[config.mk]
export PLATFORM = sky130hd
export DESIGN_NAME = fb_arbiter_flat
export DESIGN_NICKNAME = d
export VERILOG_FILES = /design/src/rtl/fb_arb_pkg.sv /design/src/rtl/fb_arbiter_if.sv /design/src/rtl/arb_starve_counter.sv /design/src/rtl/fb_arbiter.sv /design/src/flat_wrapper.sv
export SDC_FILE = /design/constraint.sdc
export NUM_CORES = 1
export LEC_CHECK = 0
export BUFFER_PORTS_ARGS = -buffer_cell sky130_fd_sc_hd__clkbuf_2
export CORE_ASPECT_RATIO = 0.9
export CORE_MARGIN = 5
export CORE_UTILIZATION = 47
export CTS_CLUSTER_SIZE = 24
export DETAILED_ROUTE_END_ITERATION = 8
export GPL_TIMING_DRIVEN = 0
export HOLD_SLACK_MARGIN = 0.06
export PLACE_DENSITY = 0.85
export REMOVE_ABC_BUFFERS = 1
export SKIP_LAST_GASP = 1
export SYNTH_ARGS = -nofsm -noshare
export SYNTH_HDL_FRONTEND = slang
export SYNTH_HIERARCHICAL = 1
export SYNTH_SLANG_ARGS = --single-unit
[constraint.sdc]
create_clock -name clk -period 2.8 [get_ports clk]
set_input_delay 0.56 -clock clk [delete_from_list [all_inputs] [get_ports clk]]
set_output_delay 0.56 -clock clk [all_outputs]
set_load 0.1 [all_outputs]
[src/rtl/fb_arb_pkg.sv]
// -----------------------------------------------------------------------------
// fb_arb_pkg
//
// Shared definitions for the framebuffer arbiter:
//   * default geometry of the framebuffer and the CPU starvation limit
//   * requester_e : who owns an in-flight memory transaction
//   * tag_t       : per-transaction tag carried alongside the RAM read latency
//   * addr_out_of_range : range check shared by RTL that needs it
// -----------------------------------------------------------------------------
package fb_arb_pkg;

    // 640x480 pixels, one byte each.
    localparam int FB_DEPTH_DEFAULT  = 307200;
    localparam int FB_ADDR_W_DEFAULT = 19;
    // Consecutive denied CPU cycles before the CPU is forced in ahead of VGA.
    localparam int MAX_WAIT_DEFAULT  = 4;

    typedef enum logic [1:0] {
        REQ_NONE = 2'd0,
        REQ_VGA  = 2'd1,
        REQ_CPU  = 2'd2
    } requester_e;

    // Travels with every accepted transaction until its response is issued.
    // err marks an out-of-range address: the RAM is never touched and the
    // response data is forced to zero.
    typedef struct packed {
        requester_e who;
        logic       we;
        logic       err;
    } tag_t;

    localparam tag_t TAG_IDLE = '{who: REQ_NONE, we: 1'b0, err: 1'b0};

    function automatic logic addr_out_of_range(input logic [31:0] addr,
                                               input int unsigned depth);
        return (addr >= depth);
    endfunction

endpackage

[src/rtl/fb_arbiter_if.sv]
// -----------------------------------------------------------------------------
// fb_arbiter_if
//
// Bundles the three buses seen by the framebuffer arbiter:
//   VGA : vga_req, vga_addr -> vga_gnt, vga_data, vga_valid
//   CPU : cpu_req, cpu_we, cpu_addr, cpu_wdata -> cpu_gnt, cpu_ack,
//         cpu_rdata, cpu_err
//   RAM : mem_en, mem_we, mem_addr, mem_wdata -> mem_rdata
//         (single-port synchronous RAM, one cycle read latency)
//
// Modports:
//   slave  : the arbiter side (receives requests, drives the RAM port)
//   master : the environment side (requesters plus the RAM model)
// -----------------------------------------------------------------------------
interface fb_arbiter_if
    import fb_arb_pkg::*;
#(
    parameter int ADDR_W = FB_ADDR_W_DEFAULT
);

    // VGA read port
    logic              vga_req;
    logic [31:0]       vga_addr;
    logic              vga_gnt;
    logic [7:0]        vga_data;
    logic              vga_valid;

    // CPU read/write port
    logic              cpu_req;
    logic              cpu_we;
    logic [31:0]       cpu_addr;
    logic [7:0]        cpu_wdata;
    logic              cpu_gnt;
    logic              cpu_ack;
    logic [7:0]        cpu_rdata;
    logic              cpu_err;

    // RAM port
    logic              mem_en;
    logic              mem_we;
    logic [ADDR_W-1:0] mem_addr;
    logic [7:0]        mem_wdata;
    logic [7:0]        mem_rdata;

    modport slave (
        input  vga_req, vga_addr,
        output vga_gnt, vga_data, vga_valid,
        input  cpu_req, cpu_we, cpu_addr, cpu_wdata,
        output cpu_gnt, cpu_ack, cpu_rdata, cpu_err,
        output mem_en, mem_we, mem_addr, mem_wdata,
        input  mem_rdata
    );

    modport master (
        output vga_req, vga_addr,
        input  vga_gnt, vga_data, vga_valid,
        output cpu_req, cpu_we, cpu_addr, cpu_wdata,
        input  cpu_gnt, cpu_ack, cpu_rdata, cpu_err,
        input  mem_en, mem_we, mem_addr, mem_wdata,
        output mem_rdata
    );

endinterface

[src/rtl/arb_starve_counter.sv]
// -----------------------------------------------------------------------------
// arb_starve_counter
//
// Counts consecutive cycles in which the CPU is requesting but not granted.
// The count clears whenever the CPU is granted or stops requesting and
// saturates at MAX_WAIT. starve_force is high while the count sits at
// MAX_WAIT, telling the arbiter to let the CPU win over VGA this cycle.
//
// Ports:
//   clk          : clock
//   reset        : synchronous, active low
//   req          : CPU request
//   gnt          : CPU grant (same cycle)
//   starve_force : count has reached MAX_WAIT
// -----------------------------------------------------------------------------
module arb_starve_counter
    import fb_arb_pkg::*;
#(
    parameter int MAX_WAIT = MAX_WAIT_DEFAULT
) (
    input  logic clk,
    input  logic reset,
    input  logic req,
    input  logic gnt,
    output logic starve_force
);

    localparam int CNT_W = (MAX_WAIT < 1) ? 1 : $clog2(MAX_WAIT + 1);
    localparam logic [CNT_W-1:0] CNT_MAX = CNT_W'(MAX_WAIT);

    logic [CNT_W-1:0] count_reg;
    logic [CNT_W-1:0] count_next;

    always_comb begin
        count_next = count_reg;
        if (!req || gnt) begin
            count_next = '0;
        end else if (count_reg != CNT_MAX) begin
            count_next = count_reg + CNT_W'(1);
        end
    end

    always_ff @(posedge clk) begin
        if (!reset) begin
            count_reg <= '0;
        end else begin
            count_reg <= count_next;
        end
    end

    assign starve_force = (count_reg == CNT_MAX);

endmodule

[src/rtl/fb_arbiter.sv]
// -----------------------------------------------------------------------------
// fb_arbiter
//
// Shares one single-port synchronous framebuffer RAM between a VGA scan-out
// reader and a CPU read/write port.
//
// Arbitration (combinational grants):
//   VGA has fixed priority. When the CPU has been denied MAX_WAIT cycles in a
//   row (arb_starve_counter) and is still requesting, the CPU wins instead.
//   Grants are held low while reset is asserted.
//
// Pipeline, for a transaction accepted at edge t:
//   edge t   : RAM command registers and tag stage 0 loaded
//   edge t+1 : RAM samples the command; tag moves to stage 1
//   edge t+2 : mem_rdata captured into the requester's data register and the
//              one-cycle vga_valid / cpu_ack pulse is raised
//   One acceptance per cycle, so responses come back in acceptance order.
//   Out-of-range addresses are accepted but never reach the RAM; their
//   response carries data 0 (and cpu_err for the CPU).
//
// Ports:
//   clk   : clock
//   reset : synchronous, active low; flushes every in-flight transaction
//   bus   : fb_arbiter_if.slave (VGA, CPU and RAM buses)
// -----------------------------------------------------------------------------
module fb_arbiter
    import fb_arb_pkg::*;
#(
    parameter int FB_DEPTH  = FB_DEPTH_DEFAULT,
    parameter int FB_ADDR_W = FB_ADDR_W_DEFAULT,
    parameter int MAX_WAIT  = MAX_WAIT_DEFAULT
) (
    input  logic         clk,
    input  logic         reset,
    fb_arbiter_if.slave  bus
);

    localparam int TAG_STAGES = 2;

    // ------------------------------------------------------------------
    // Arbitration
    // ------------------------------------------------------------------
    logic starve_force;
    logic vga_gnt;
    logic cpu_gnt;

    arb_starve_counter #(
        .MAX_WAIT (MAX_WAIT)
    ) u_starve (
        .clk          (clk),
        .reset        (reset),
        .req          (bus.cpu_req),
        .gnt          (cpu_gnt),
        .starve_force (starve_force)
    );

    always_comb begin
        cpu_gnt = reset && bus.cpu_req && (!bus.vga_req || starve_force);
        vga_gnt = reset && bus.vga_req && !cpu_gnt;
    end

    assign bus.vga_gnt = vga_gnt;
    assign bus.cpu_gnt = cpu_gnt;

    // ------------------------------------------------------------------
    // Accepted transaction (valid only when one of the grants is high)
    // ------------------------------------------------------------------
    logic        acc_any;
    logic [31:0] acc_addr;
    logic        acc_err;
    logic        acc_we;
    tag_t        acc_tag;

    always_comb begin
        acc_any  = vga_gnt || cpu_gnt;
        acc_addr = cpu_gnt ? bus.cpu_addr : bus.vga_addr;
        acc_err  = acc_any && addr_out_of_range(acc_addr, FB_DEPTH);
        acc_we   = cpu_gnt && bus.cpu_we;

        acc_tag  = TAG_IDLE;
        if (cpu_gnt) begin
            acc_tag.who = REQ_CPU;
        end else if (vga_gnt) begin
            acc_tag.who = REQ_VGA;
        end
        acc_tag.we  = acc_we;
        acc_tag.err = acc_err;
    end

    // ------------------------------------------------------------------
    // RAM command registers
    // ------------------------------------------------------------------
    logic                 mem_en_reg;
    logic                 mem_we_reg;
    logic [FB_ADDR_W-1:0] mem_addr_reg;
    logic [7:0]           mem_wdata_reg;

    always_ff @(posedge clk) begin
        if (!reset) begin
            mem_en_reg    <= 1'b0;
            mem_we_reg    <= 1'b0;
            mem_addr_reg  <= '0;
            mem_wdata_reg <= '0;
        end else begin
            // An out-of-range access keeps the RAM idle, write or read.
            mem_en_reg <= acc_any && !acc_err;
            mem_we_reg <= acc_we && !acc_err;
            if (acc_any) begin
                mem_addr_reg  <= acc_addr[FB_ADDR_W-1:0];
                mem_wdata_reg <= acc_we ? bus.cpu_wdata : 8'h00;
            end
        end
    end

    assign bus.mem_en    = mem_en_reg;
    assign bus.mem_we    = mem_we_reg;
    assign bus.mem_addr  = mem_addr_reg;
    assign bus.mem_wdata = mem_wdata_reg;

    // ------------------------------------------------------------------
    // Tag pipeline: stage 0 lines up with the RAM command, stage 1 with the
    // RAM read data. Resetting every stage to REQ_NONE is what discards the
    // in-flight transactions.
    // ------------------------------------------------------------------
    genvar gi;
    generate
        for (gi = 0; gi < TAG_STAGES; gi++) begin : g_tag
            tag_t tag_reg;
            tag_t tag_in;

            if (gi == 0) begin : g_head
                assign tag_in = acc_tag;
            end else begin : g_body
                assign tag_in = g_tag[gi-1].tag_reg;
            end

            always_ff @(posedge clk) begin
                if (!reset) begin
                    tag_reg <= TAG_IDLE;
                end else begin
                    tag_reg <= tag_in;
                end
            end
        end
    endgenerate

    tag_t tag_out;
    assign tag_out = g_tag[TAG_STAGES-1].tag_reg;

    // ------------------------------------------------------------------
    // Response registers
    // ------------------------------------------------------------------
    logic       vga_valid_reg;
    logic [7:0] vga_data_reg;
    logic       cpu_ack_reg;
    logic [7:0] cpu_rdata_reg;
    logic       cpu_err_reg;

    always_ff @(posedge clk) begin
        if (!reset) begin
            vga_valid_reg <= 1'b0;
            vga_data_reg  <= '0;
            cpu_ack_reg   <= 1'b0;
            cpu_rdata_reg <= '0;
            cpu_err_reg   <= 1'b0;
        end else begin
            vga_valid_reg <= (tag_out.who == REQ_VGA);
            cpu_ack_reg   <= (tag_out.who == REQ_CPU);
            cpu_err_reg   <= (tag_out.who == REQ_CPU) && tag_out.err;

            // Data registers only move when their requester has a response,
            // so they hold the last returned value between pulses.
            if (tag_out.who == REQ_VGA) begin
                vga_data_reg <= tag_out.err ? 8'h00 : bus.mem_rdata;
            end
            if (tag_out.who == REQ_CPU) begin
                cpu_rdata_reg <= (tag_out.err || tag_out.we) ? 8'h00 : bus.mem_rdata;
            end
        end
    end

    assign bus.vga_valid = vga_valid_reg;
    assign bus.vga_data  = vga_data_reg;
    assign bus.cpu_ack   = cpu_ack_reg;
    assign bus.cpu_rdata = cpu_rdata_reg;
    assign bus.cpu_err   = cpu_err_reg;

endmodule

[src/flat_wrapper.sv]
// flat-port wrapper written by rule: the top's interface ports become plain ports
module fb_arbiter_flat import fb_arb_pkg::*;
#(
    parameter int FB_DEPTH  = FB_DEPTH_DEFAULT,
    parameter int FB_ADDR_W = FB_ADDR_W_DEFAULT,
    parameter int MAX_WAIT  = MAX_WAIT_DEFAULT
)
  (clk, reset, bus_vga_req, bus_vga_addr, bus_vga_gnt, bus_vga_data, bus_vga_valid, bus_cpu_req, bus_cpu_we, bus_cpu_addr, bus_cpu_wdata, bus_cpu_gnt, bus_cpu_ack, bus_cpu_rdata, bus_cpu_err, bus_mem_en, bus_mem_we, bus_mem_addr, bus_mem_wdata, bus_mem_rdata);
  fb_arbiter_if #(.ADDR_W(FB_ADDR_W)) bus_i ();
  input  logic clk;
  input  logic reset;
  input wire logic [$bits(bus_i.vga_req)-1:0] bus_vga_req;
  input wire logic [$bits(bus_i.vga_addr)-1:0] bus_vga_addr;
  output wire logic [$bits(bus_i.vga_gnt)-1:0] bus_vga_gnt;
  output wire logic [$bits(bus_i.vga_data)-1:0] bus_vga_data;
  output wire logic [$bits(bus_i.vga_valid)-1:0] bus_vga_valid;
  input wire logic [$bits(bus_i.cpu_req)-1:0] bus_cpu_req;
  input wire logic [$bits(bus_i.cpu_we)-1:0] bus_cpu_we;
  input wire logic [$bits(bus_i.cpu_addr)-1:0] bus_cpu_addr;
  input wire logic [$bits(bus_i.cpu_wdata)-1:0] bus_cpu_wdata;
  output wire logic [$bits(bus_i.cpu_gnt)-1:0] bus_cpu_gnt;
  output wire logic [$bits(bus_i.cpu_ack)-1:0] bus_cpu_ack;
  output wire logic [$bits(bus_i.cpu_rdata)-1:0] bus_cpu_rdata;
  output wire logic [$bits(bus_i.cpu_err)-1:0] bus_cpu_err;
  output wire logic [$bits(bus_i.mem_en)-1:0] bus_mem_en;
  output wire logic [$bits(bus_i.mem_we)-1:0] bus_mem_we;
  output wire logic [$bits(bus_i.mem_addr)-1:0] bus_mem_addr;
  output wire logic [$bits(bus_i.mem_wdata)-1:0] bus_mem_wdata;
  input wire logic [$bits(bus_i.mem_rdata)-1:0] bus_mem_rdata;
  assign bus_i.vga_req = bus_vga_req;
  assign bus_i.vga_addr = bus_vga_addr;
  assign bus_vga_gnt = bus_i.vga_gnt;
  assign bus_vga_data = bus_i.vga_data;
  assign bus_vga_valid = bus_i.vga_valid;
  assign bus_i.cpu_req = bus_cpu_req;
  assign bus_i.cpu_we = bus_cpu_we;
  assign bus_i.cpu_addr = bus_cpu_addr;
  assign bus_i.cpu_wdata = bus_cpu_wdata;
  assign bus_cpu_gnt = bus_i.cpu_gnt;
  assign bus_cpu_ack = bus_i.cpu_ack;
  assign bus_cpu_rdata = bus_i.cpu_rdata;
  assign bus_cpu_err = bus_i.cpu_err;
  assign bus_mem_en = bus_i.mem_en;
  assign bus_mem_we = bus_i.mem_we;
  assign bus_mem_addr = bus_i.mem_addr;
  assign bus_mem_wdata = bus_i.mem_wdata;
  assign bus_i.mem_rdata = bus_mem_rdata;
  fb_arbiter #(.FB_DEPTH(FB_DEPTH), .FB_ADDR_W(FB_ADDR_W), .MAX_WAIT(MAX_WAIT)) u_core (.clk(clk), .reset(reset), .bus(bus_i));
endmodule
==> metrics, run 1 <==
hold path cells 1; Filler Cell Count 393; Area after DPL 3032 um2; CP Depth 7; port buffer count 134; Max-Cap Viols 0; 1st-pass router iterations 5; Core Area 4835 um2; largest family of logic cells by synthesized area simple AND/OR/NAND/NOR gates; critical path class reg2out; vias in the first global route 2365; pwr dens 651.2 nW/um2; DR iter-0 viols 76; final hold violation count 0; maximum VDD drop 0.4050 mV; Final Net Count 475; Worst Path Buf+Inv 3; Clk Latency, worst-skew pair 0.32 ns; share of post-route cells with drive strength above 1 41.98%; Post-Synth Simple-Gate Area 22.41%; CTS Buf Count 9; CTS max path bufs 2; post-route cell area 3282 um2; Worst setup SP type flip-flop; Max Fclk 374.2 MHz; Post-Place Worst Slack -0.9192 ns; final worst slack 0.1275 ns; synth top area cells dfxtp_1 51%, mux2i_1 5.2%, nor2_1 4.7%; clock tree from TritonCTS yes; post-synthesis compound-gate area fraction 16.60%; R2R cell count 6; grt ovf 0; Syn Inst Count 255; CTS H-tree depth 3; hold_ws 0.4246 ns; part of the cycle the worst path needs 95.45%; overall routing resource usage 20.40%; global-route wire length before repair 10810 um; CTS Hold Bufs 0; DRC viols 0; RSZ-0062 raised after global routing false; Post-Synth XOR/XNOR Area 0%; worst min path class reg2reg; max reg flops 19; endpoint class of the critical path primary output; Initial Util 48.16%; Rows 24; share of the yosys chip area belonging to registers 50.73%; Ys Warns 6; cell breakdown of the critical path inv_1 > ha_1 > and2_2 > o211ai_4 > clkinv_4 > nor3_2 > clkbuf_8; Root Driver clkbuf_8; CP delay by family, top buffers and inverters; total number of vias 2387; Max Slew Vio Count 0; Critical Path RT 2.24 ns; initial antenna violation count 0; most common cell after layout, fill and taps aside clkbuf_2; synthesized-area fraction occupied by adder cells 1.075%; total power 2.137 mW; Synth top area share 50.73%; Netlist cell types 36; Die Span X 84.20 um; most frequent cells in the layout 133 x clkbuf_2, 59 x dfxtp_1, 29 x nor2_1; Synth area leader dfxtp_1; Area Overhead vs Synth 40.95%; Synth Cell Area 2328 um2; die area 6464 um2; Mean Syn Cell Area 9.131 um2; WP data arrival 2.11 ns; measured slew at the worst slew-check pin 0.7803 ns; clock-pin transition on the worst setup and hold timing paths 0.07 ns; post-DR wirelength/cell 14.63 um; Layout Skew 0.01245 ns; leakage power 1.601 nW; critical path's largest stage delay 0.38 ns; register bit total from synthesis 59; CP max FO 10; # IOs 135; n_diodes 0; Vias/cell 5.212; Slew HR 47.83%; largest net degree at the start of global routing 37; critical path's slowest cell dfxtp_1; GP Congestion 0.8060; Core Util, Final 67.88%; # setup viols final 0; DIE HEIGHT 76.78 um; DP Wirelength 4882 um; CTS sink cnt 59; status finished clean; crit path time final 2.673 ns; Final Routed Wirelength 6702 um; Final ANT Viol Nets 0; mux share of post-synthesis cell area 5.159%
[path summary, 6_finish.rpt]
check / slack (ns) / to / start
max: 0.13 / bus_vga_gnt / u_core/u_starve/count_reg[0]$_SDFFE_PP0P_
max reg2reg: 0.60 / u_core/g_tag[0].tag_reg[0]$_SDFF_PN0_ / u_core/u_starve/count_reg[0]$_SDFFE_PP0P_
min reg2reg: 0.42 / u_core/g_tag[1].tag_reg[1]$_SDFF_PN0_ / u_core/g_tag[0].tag_reg[1]$_SDFF_PN0_
min: 0.42 / u_core/g_tag[1].tag_reg[1]$_SDFF_PN0_ / u_core/g_tag[0].tag_reg[1]$_SDFF_PN0_
[power breakdown]
part	leakage (nW)	switching (mW)	internal, mW	total, mW
Clock	0.106	0.322	0.459	0.781
Sequential	0.483	0.0203	0.878	0.898
Combinational	1.01	0.351	0.107	0.458
[kinds of logic (layout without fill, tap and decap cells)]
kind of cell / count (synthesis) / in the layout
compound gates: 56 / 57
buf+inv: 23 / 160
mux: 12 / 12
simple gates: 103 / 103
flops: 59 / 59
fa+ha+maj: 2 / 2
[Yosys cell counts]
| cell type | number |
|---|---|
| a21bo_1 | 1 |
| a21o_2 | 1 |
| a21oi_1 | 13 |
| a22oi_1 | 8 |
| a311oi_1 | 7 |
| a32oi_1 | 8 |
| and2_1 | 5 |
| and2_2 | 1 |
| and3_1 | 1 |
| and3b_1 | 1 |
| buf_1 | 3 |
| buf_2 | 3 |
| buf_4 | 1 |
| clkbuf_1 | 9 |
| clkinv_1 | 2 |
| dfxtp_1 | 59 |
| ha_1 | 2 |
| inv_1 | 5 |
| mux2i_1 | 12 |
| nand2_1 | 26 |
| nand2b_1 | 2 |
| nand3_1 | 14 |
| nand3b_1 | 9 |
| nand4b_1 | 1 |
| nor2_1 | 29 |
| nor2_2 | 1 |
| nor2b_1 | 1 |
| nor3_1 | 3 |
| nor3_2 | 2 |
| nor4_1 | 4 |
| o211ai_1 | 2 |
| o211ai_4 | 1 |
| o21ai_0 | 14 |
| o21ai_1 | 1 |
| or4_1 | 1 |
| or4_4 | 2 |
[stage by stage]
step	std cells	TNS, ns
floorplan	239	-8.042
global placement	438	-4.423
detailed placement	439	-5.508
CTS	457	0
global route	458	0
finish	458	0
[routing by layer]
metal,up-vias,track usage (%),part of all wire (%)
li1,1180,-,-
met1,1092,23.54,41
met2,111,34.23,47
met3,4,9.325,12
met4,0,5.145,0.60
met5,-,0,0
[cell type report]
class	count	area (um2)	area share [%]
Inverter	7	33.78	1.029
Clock buffer	12	155.1	4.727
Timing Repair inverter	1	5.005	0.1525
Multi-Input combinational cell	174	1075	32.75
Clock inverter	4	48.80	1.487
Timing Repair Buffer	136	701.9	21.39
Tap cell	65	81.33	2.478
Sequential cell	59	1181	35.99
[repair_timing]
action,4_1_cts,5_1_grt
pin swaps,1,1
cloned,1,1
gates resized for setup,5,2
endpoints found under the setup margin,22,1
buffers inserted,1,0
Power figures use the tool's default switching activity.
==> inputs of run 2 (changes only) <==
SETUP_SLACK_MARGIN = 0.15   (was default)
==> run 2 against run 1 <==
  * Cell area rose by 1.1%
  * Clock power hardly changed
  * Worst setup slack improved by 0.18 ns
  * Clock skew down 0.0015 ns
  * Highest routed layer unchanged
==> metrics, run 2 (synthesis gave the netlist of run 1 again) <==
Layout Skew 0.01098 ns (was 0.01245 ns); Core Util, Final 68.63% (was 67.88%); Die Span X 84.20 um (unchanged); most common cell after layout, fill and taps aside clkbuf_2 (unchanged); GP Congestion 0.8060 (unchanged); # setup viols final 0 (unchanged); leakage power 1.620 nW (was 1.601 nW); Final ANT Viol Nets 0 (unchanged); CTS Hold Bufs 0 (unchanged); Root Driver clkbuf_8 (unchanged); Final Net Count 479 (was 475); CP delay by family, top buffers and inverters (unchanged); Max-Cap Viols 0 (unchanged); DRC viols 0 (unchanged); clock-pin transition on the worst setup and hold timing paths 0.07 ns (about the same); Clk Latency, worst-skew pair 0.32 ns (about the same); RSZ-0062 raised after global routing false (unchanged); crit path time final 2.495 ns (was 2.673 ns); critical path class reg2out (unchanged); n_diodes 0 (unchanged); Worst Path Buf+Inv 3 (unchanged); CTS max path bufs 2 (unchanged); CP max FO 8 (was 10); DR iter-0 viols 66 (was 76); Slew HR 48.45% (was 47.83%); CTS sink cnt 59 (unchanged); Max Slew Vio Count 0 (unchanged); # IOs 135 (unchanged); total number of vias 2405 (was 2387); Final TNS setup 0 ns (unchanged); Initial Util 48.16% (unchanged); measured slew at the worst slew-check pin 0.7710 ns (was 0.7803 ns); CTS H-tree depth 3 (unchanged); global-route wire length before repair 10940 um (was 10810 um); max reg flops 19 (unchanged); DIE HEIGHT 76.78 um (unchanged); status finished clean (unchanged); Max Fclk 400.8 MHz (was 374.2 MHz); Area Overhead vs Synth 42.50% (was 40.95%); endpoint class of the critical path primary output (unchanged); most frequent cells in the layout 133 x clkbuf_2, 58 x dfxtp_1, 29 x nor2_1 (was 133 x clkbuf_2, 59 x dfxtp_1, 29 x nor2_1); cell breakdown of the critical path inv_1 > ha_2 > and2_2 > o211ai_4 > clkinv_4 > nor3_2 > clkbuf_8 (was inv_1 > ha_1 > and2_2 > o211ai_4 > clkinv_4 > nor3_2 > clkbuf_8); largest net degree at the start of global routing 37 (unchanged); Core Area 4835 um2 (unchanged); part of the cycle the worst path needs 89.11% (was 95.45%); final hold violation count 0 (unchanged); Rows 24 (unchanged); worst min path class reg2reg (unchanged); CTS Buf Count 9 (unchanged); die area 6464 um2 (unchanged); WP data arrival 1.94 ns (was 2.11 ns); DP Wirelength 4882 um (unchanged); clock tree from TritonCTS yes (unchanged); Critical Path RT 2.24 ns (about the same); Final Routed Wirelength 6737 um (was 6702 um); post-DR wirelength/cell 14.58 um (was 14.63 um); port buffer count 134 (unchanged); pwr dens 645.4 nW/um2 (was 651.2 nW/um2); critical path's slowest cell dfxtp_2 (was dfxtp_1); share of post-route cells with drive strength above 1 43.07% (was 41.98%); 1st-pass router iterations 4 (was 5); initial antenna violation count 0 (unchanged); total power 2.141 mW (was 2.137 mW); overall routing resource usage 20.69% (was 20.40%); vias in the first global route 2379 (was 2365); Worst setup SP type flip-flop (unchanged); grt ovf 0 (unchanged); Vias/cell 5.206 (was 5.212); maximum VDD drop 0.4067 mV (was 0.4050 mV); critical path's largest stage delay 0.35 ns (was 0.38 ns)
run 2: worst paths after layout:
check / end / depth (start not counted) / start / slack [ns]
min reg2reg: u_core/g_tag[1].tag_reg[1]$_SDFF_PN0_ / 1 / u_core/g_tag[0].tag_reg[1]$_SDFF_PN0_ / 0.42
min: u_core/g_tag[1].tag_reg[1]$_SDFF_PN0_ / 1 / u_core/g_tag[0].tag_reg[1]$_SDFF_PN0_ / 0.42
max: bus_vga_gnt / 7 / u_core/u_starve/count_reg[0]$_SDFFE_PP0P_ / 0.30
max reg2reg: u_core/g_tag[0].tag_reg[0]$_SDFF_PN0_ / 6 / u_core/u_starve/count_reg[0]$_SDFFE_PP0P_ / 0.67
run 2: repair_timing:
action                                  4_1_cts  5_1_grt
resized for setup                             7        2
setup buffers                                 2        3
pin swaps                                     1        0
gates cloned                                  2        0
endpoints found under the setup margin       23        2
run 2: final cells by class:
type / count / area (um2)
Clock buffer: 12 / 155.1
Clock inverter: 4 / 48.80
Fill cell: 386 / 1516
Inverter: 7 / 36.28
Multi-Input combinational cell: 174 / 1077
Sequential cell: 59 / 1182
Tap cell: 65 / 81.33
Timing Repair Buffer: 140 / 732.0
Timing Repair inverter: 1 / 5.005
run 2: where the power goes:
part	leakage (nW)	total, mW	switching (mW)	internal (mW)
Clock	0.106	0.781	0.323	0.459
Sequential	0.483	0.898	0.0201	0.878
Combinational	1.03	0.462	0.352	0.110
run 2: metrics by stage:
step | instances | hold WS (ns) | worst slack [ns] | cell area (um2)
after global placement | 438 | 0.4139 | -0.8836 | 3013
after global routing | 462 | 0.4437 | 0.2028 | 3318
final | 462 | 0.4248 | 0.3049 | 3318
after CTS | 459 | 0.4305 | 0.1648 | 3292
after floorplan | 239 | 0.4118 | -2.616 | 2261
after detailed placement | 439 | 0.4186 | -0.9192 | 3032
run 2: metal layers:
metal / track usage, % / part of all wire (%)
met5: 0 / 0
met2: 34.54 / 47
met4: 5.627 / 0.53
met1: 24.01 / 40
met3: 9.218 / 12
==> inputs of run 3 (changes only) <==
CORE_UTILIZATION = 39   (was 47)
PLACE_DENSITY = 0.75   (was 0.85)
clock period = 2.1 ns   (was 2.8 ns; I/O delays follow)
==> run 3 against run 2 <==
  * The flow now finishes with violations (negative setup slack)
  * Worst hold slack lost 0.069 ns
  * Critical path depth is the same
  * Die area grew 18%
  * Global-route usage shrank 1.9 points
  * Final cell count grew 1.9%
  * Non-clock buffer count grew 5
==> metrics, run 3 (synthesis gave the netlist of run 1 again) <==
DR iter-0 viols 70 (was 66); Clk Latency, worst-skew pair 0.32 ns (about the same); status finished, violations left (was finished clean); combinational share of power 23.7% (was 21.6%); global-route wire length before repair 11550 um (was 10940 um); WP data arrival 1.72 ns (was 1.94 ns); pwr dens 797.6 nW/um2 (was 645.4 nW/um2); share of post-route cells with drive strength above 1 44.39% (was 43.07%); Area Overhead vs Synth 44.81% (was 42.50%); grt ovf 0 (unchanged); DP Wirelength 5044 um (was 4882 um); maximum VDD drop 0.4125 mV (was 0.4067 mV); CP max FO 2 (was 8); Root Driver clkbuf_8 (unchanged); CTS H-tree depth 3 (unchanged); Max Slew Vio Count 0 (unchanged); clock-pin transition on the worst setup and hold timing paths 0.06 ns (was 0.07 ns); endpoint class of the critical path primary output (unchanged); Worst setup SP type flip-flop (unchanged); crit path time final 2.138 ns; Seq pwr share 44.5% (was 41.9%); Max Fclk 467.7 MHz; critical path's largest stage delay 0.34 ns (was 0.35 ns); Filler Cell Count 520 (was 386); most common cell after layout, fill and taps aside clkbuf_2 (unchanged); Max-Cap Viols 0 (unchanged); failing checks negative setup slack; Final ANT Viol Nets 0 (unchanged); area occupied by multi-input gates 1095 um2 (was 1077 um2); GP Congestion 0.8163 (was 0.8060); max reg flops 19 (unchanged); most frequent cells in the layout 132 x clkbuf_2, 56 x dfxtp_1, 29 x nor2_1 (was 133 x clkbuf_2, 58 x dfxtp_1, 29 x nor2_1); leakage power 1.643 nW (was 1.620 nW); CTS max path bufs 2 (unchanged); 1st-pass router iterations 4 (unchanged); Final Net Count 484 (was 479); CP delay by family, top buffers and inverters (unchanged); part of the cycle the worst path needs 101.8%; final hold violation count 0 (unchanged); DIE HEIGHT 83.31 um (was 76.78 um); port buffer count 134 (unchanged); overall routing resource usage 18.76% (was 20.69%); Rows 26 (was 24); n_diodes 0 (unchanged); measured slew at the worst slew-check pin 0.7715 ns (was 0.7710 ns); critical path class reg2out (unchanged); Core Area 5725 um2 (was 4835 um2); total number of vias 2406 (was 2405); Initial Util 40.67% (was 48.16%); Cell Int Power 1.779 mW (was 1.447 mW); CTS sink cnt 59 (unchanged); vias in the first global route 2439 (was 2379); largest net degree at the start of global routing 37 (unchanged); Slew HR 48.41% (was 48.45%); cell breakdown of the critical path inv_2 > ha_4 > and2_4 > o211ai_4 > clkinv_4 > nor3_4 > clkbuf_16 (was inv_1 > ha_2 > and2_2 > o211ai_4 > clkinv_4 > nor3_2 > clkbuf_8); critical path's slowest cell dfxtp_2 (unchanged); Critical Path RT 1.68 ns (was 2.24 ns); Clk network pwr share 31.8% (was 36.5%); Worst Path Buf+Inv 3 (unchanged); post-DR wirelength/cell 14.99 um (was 14.58 um); # setup viols final 2 (was 0); # IOs 135 (unchanged); worst min path class in2reg (was reg2reg); initial antenna violation count 0 (unchanged); Final Routed Wirelength 7060 um (was 6737 um); die area 7618 um2 (was 6464 um2); P_sw 0.9108 mW (was 0.6946 mW); final worst slack -0.03822 ns (was 0.3049 ns); Layout Skew 0.005942 ns (was 0.01098 ns); Die Span X 91.45 um (was 84.20 um); CTS Buf Count 9 (unchanged); RSZ-0062 raised after global routing true (was false); Vias/cell 5.108 (was 5.206); Core Util, Final 58.89% (was 68.63%); clock tree from TritonCTS yes (unchanged); Final TNS setup -0.07310 ns (was 0 ns); Seq. cell area 1185 um2 (was 1182 um2); Sw Share 33.87% (was 32.44%); DRC viols 0 (unchanged)
-- run 3: cell types whose count changed in the layout (fill, tap and decap cells not counted), sizes merged --
cell,previous run,this run
clkinv,6,5
bufinv,1,0
buf,6,11
inv,5,6
-- run 3: tightest hold or removal path, stage by stage --
cell and delay, ns:
clkbuf_2 0.09, nand2_1 0.05, a311oi_1 0.07
-- run 3: layer usage --
metal / GRT usage, % / wire (um)
met1: 21.72 / 2790
met2: 30.58 / 3386
met3: 7.776 / 814
met4: 7.200 / 69
met5: 0 / 0
-- run 3: path summary, 6_finish.rpt --
kind | startpoint | to | slack, ns | cells after the start
hold / removal | bus_cpu_addr[15] | u_core/bus.mem_addr[15]$_SDFFE_PN0P_ | 0.36 | 3
setup / recovery | u_core/u_starve/count_reg[1]$_SDFFE_PP0P_ | bus_vga_gnt | -0.04 | 7
hold reg to reg | u_core/g_tag[0].tag_reg[1]$_SDFF_PN0_ | u_core/g_tag[1].tag_reg[1]$_SDFF_PN0_ | 0.42 | 1
setup reg to reg | u_core/u_starve/count_reg[1]$_SDFFE_PP0P_ | u_core/bus.mem_addr[3]$_SDFFE_PN0P_ | 0.06 | 8
-- run 3: final cells by class --
class / instances / area share [%]
clock inverters: 3 / 0.4453
repair inverters: 1 / 0.1484
clock buffers: 12 / 4.304
repair buffers: 145 / 23.75
inverters: 7 / 1.150
well taps: 70 / 2.597
multi-input cells: 174 / 32.47
flip-flops and latches: 59 / 35.14
-- run 3: stage by stage --
stage | instance area [um2] | hold WS [ns] | setup slack (ns) | cells | power, mW
global route | 3372 | 0.3424 | -0.09250 | 471 | 2.813
CTS | 3353 | 0.3391 | -0.1529 | 469 | 2.715
detailed placement | 3038 | 0.4169 | -1.560 | 444 | 1.827
global placement | 3019 | 0.4138 | -1.592 | 443 | 1.813
floorplan | 2261 | 0.4118 | -3.176 | 239 | 1.651
finish | 3372 | 0.3556 | -0.03822 | 471 | 2.689
-- run 3: power by group through the flow --
stage,sequential (mW),clock (mW),combinational [mW]
6_report,1.20,0.855,0.636
5_1_grt,1.20,0.938,0.673
3_3_place_gp,1.22,0,0.593
4_1_cts,1.20,0.882,0.635
2_1_floorplan,1.53,0,0.125
3_5_place_dp,1.22,0,0.605
-- run 3: timing repair --
item / in CTS / in global routing
gates cloned: 2 / 0
pin swaps: 3 / 3
hold buffers: 0 / 0
setup endpoints to repair: 38 / 21
setup buffers: 8 / 2
resized for setup: 18 / 3
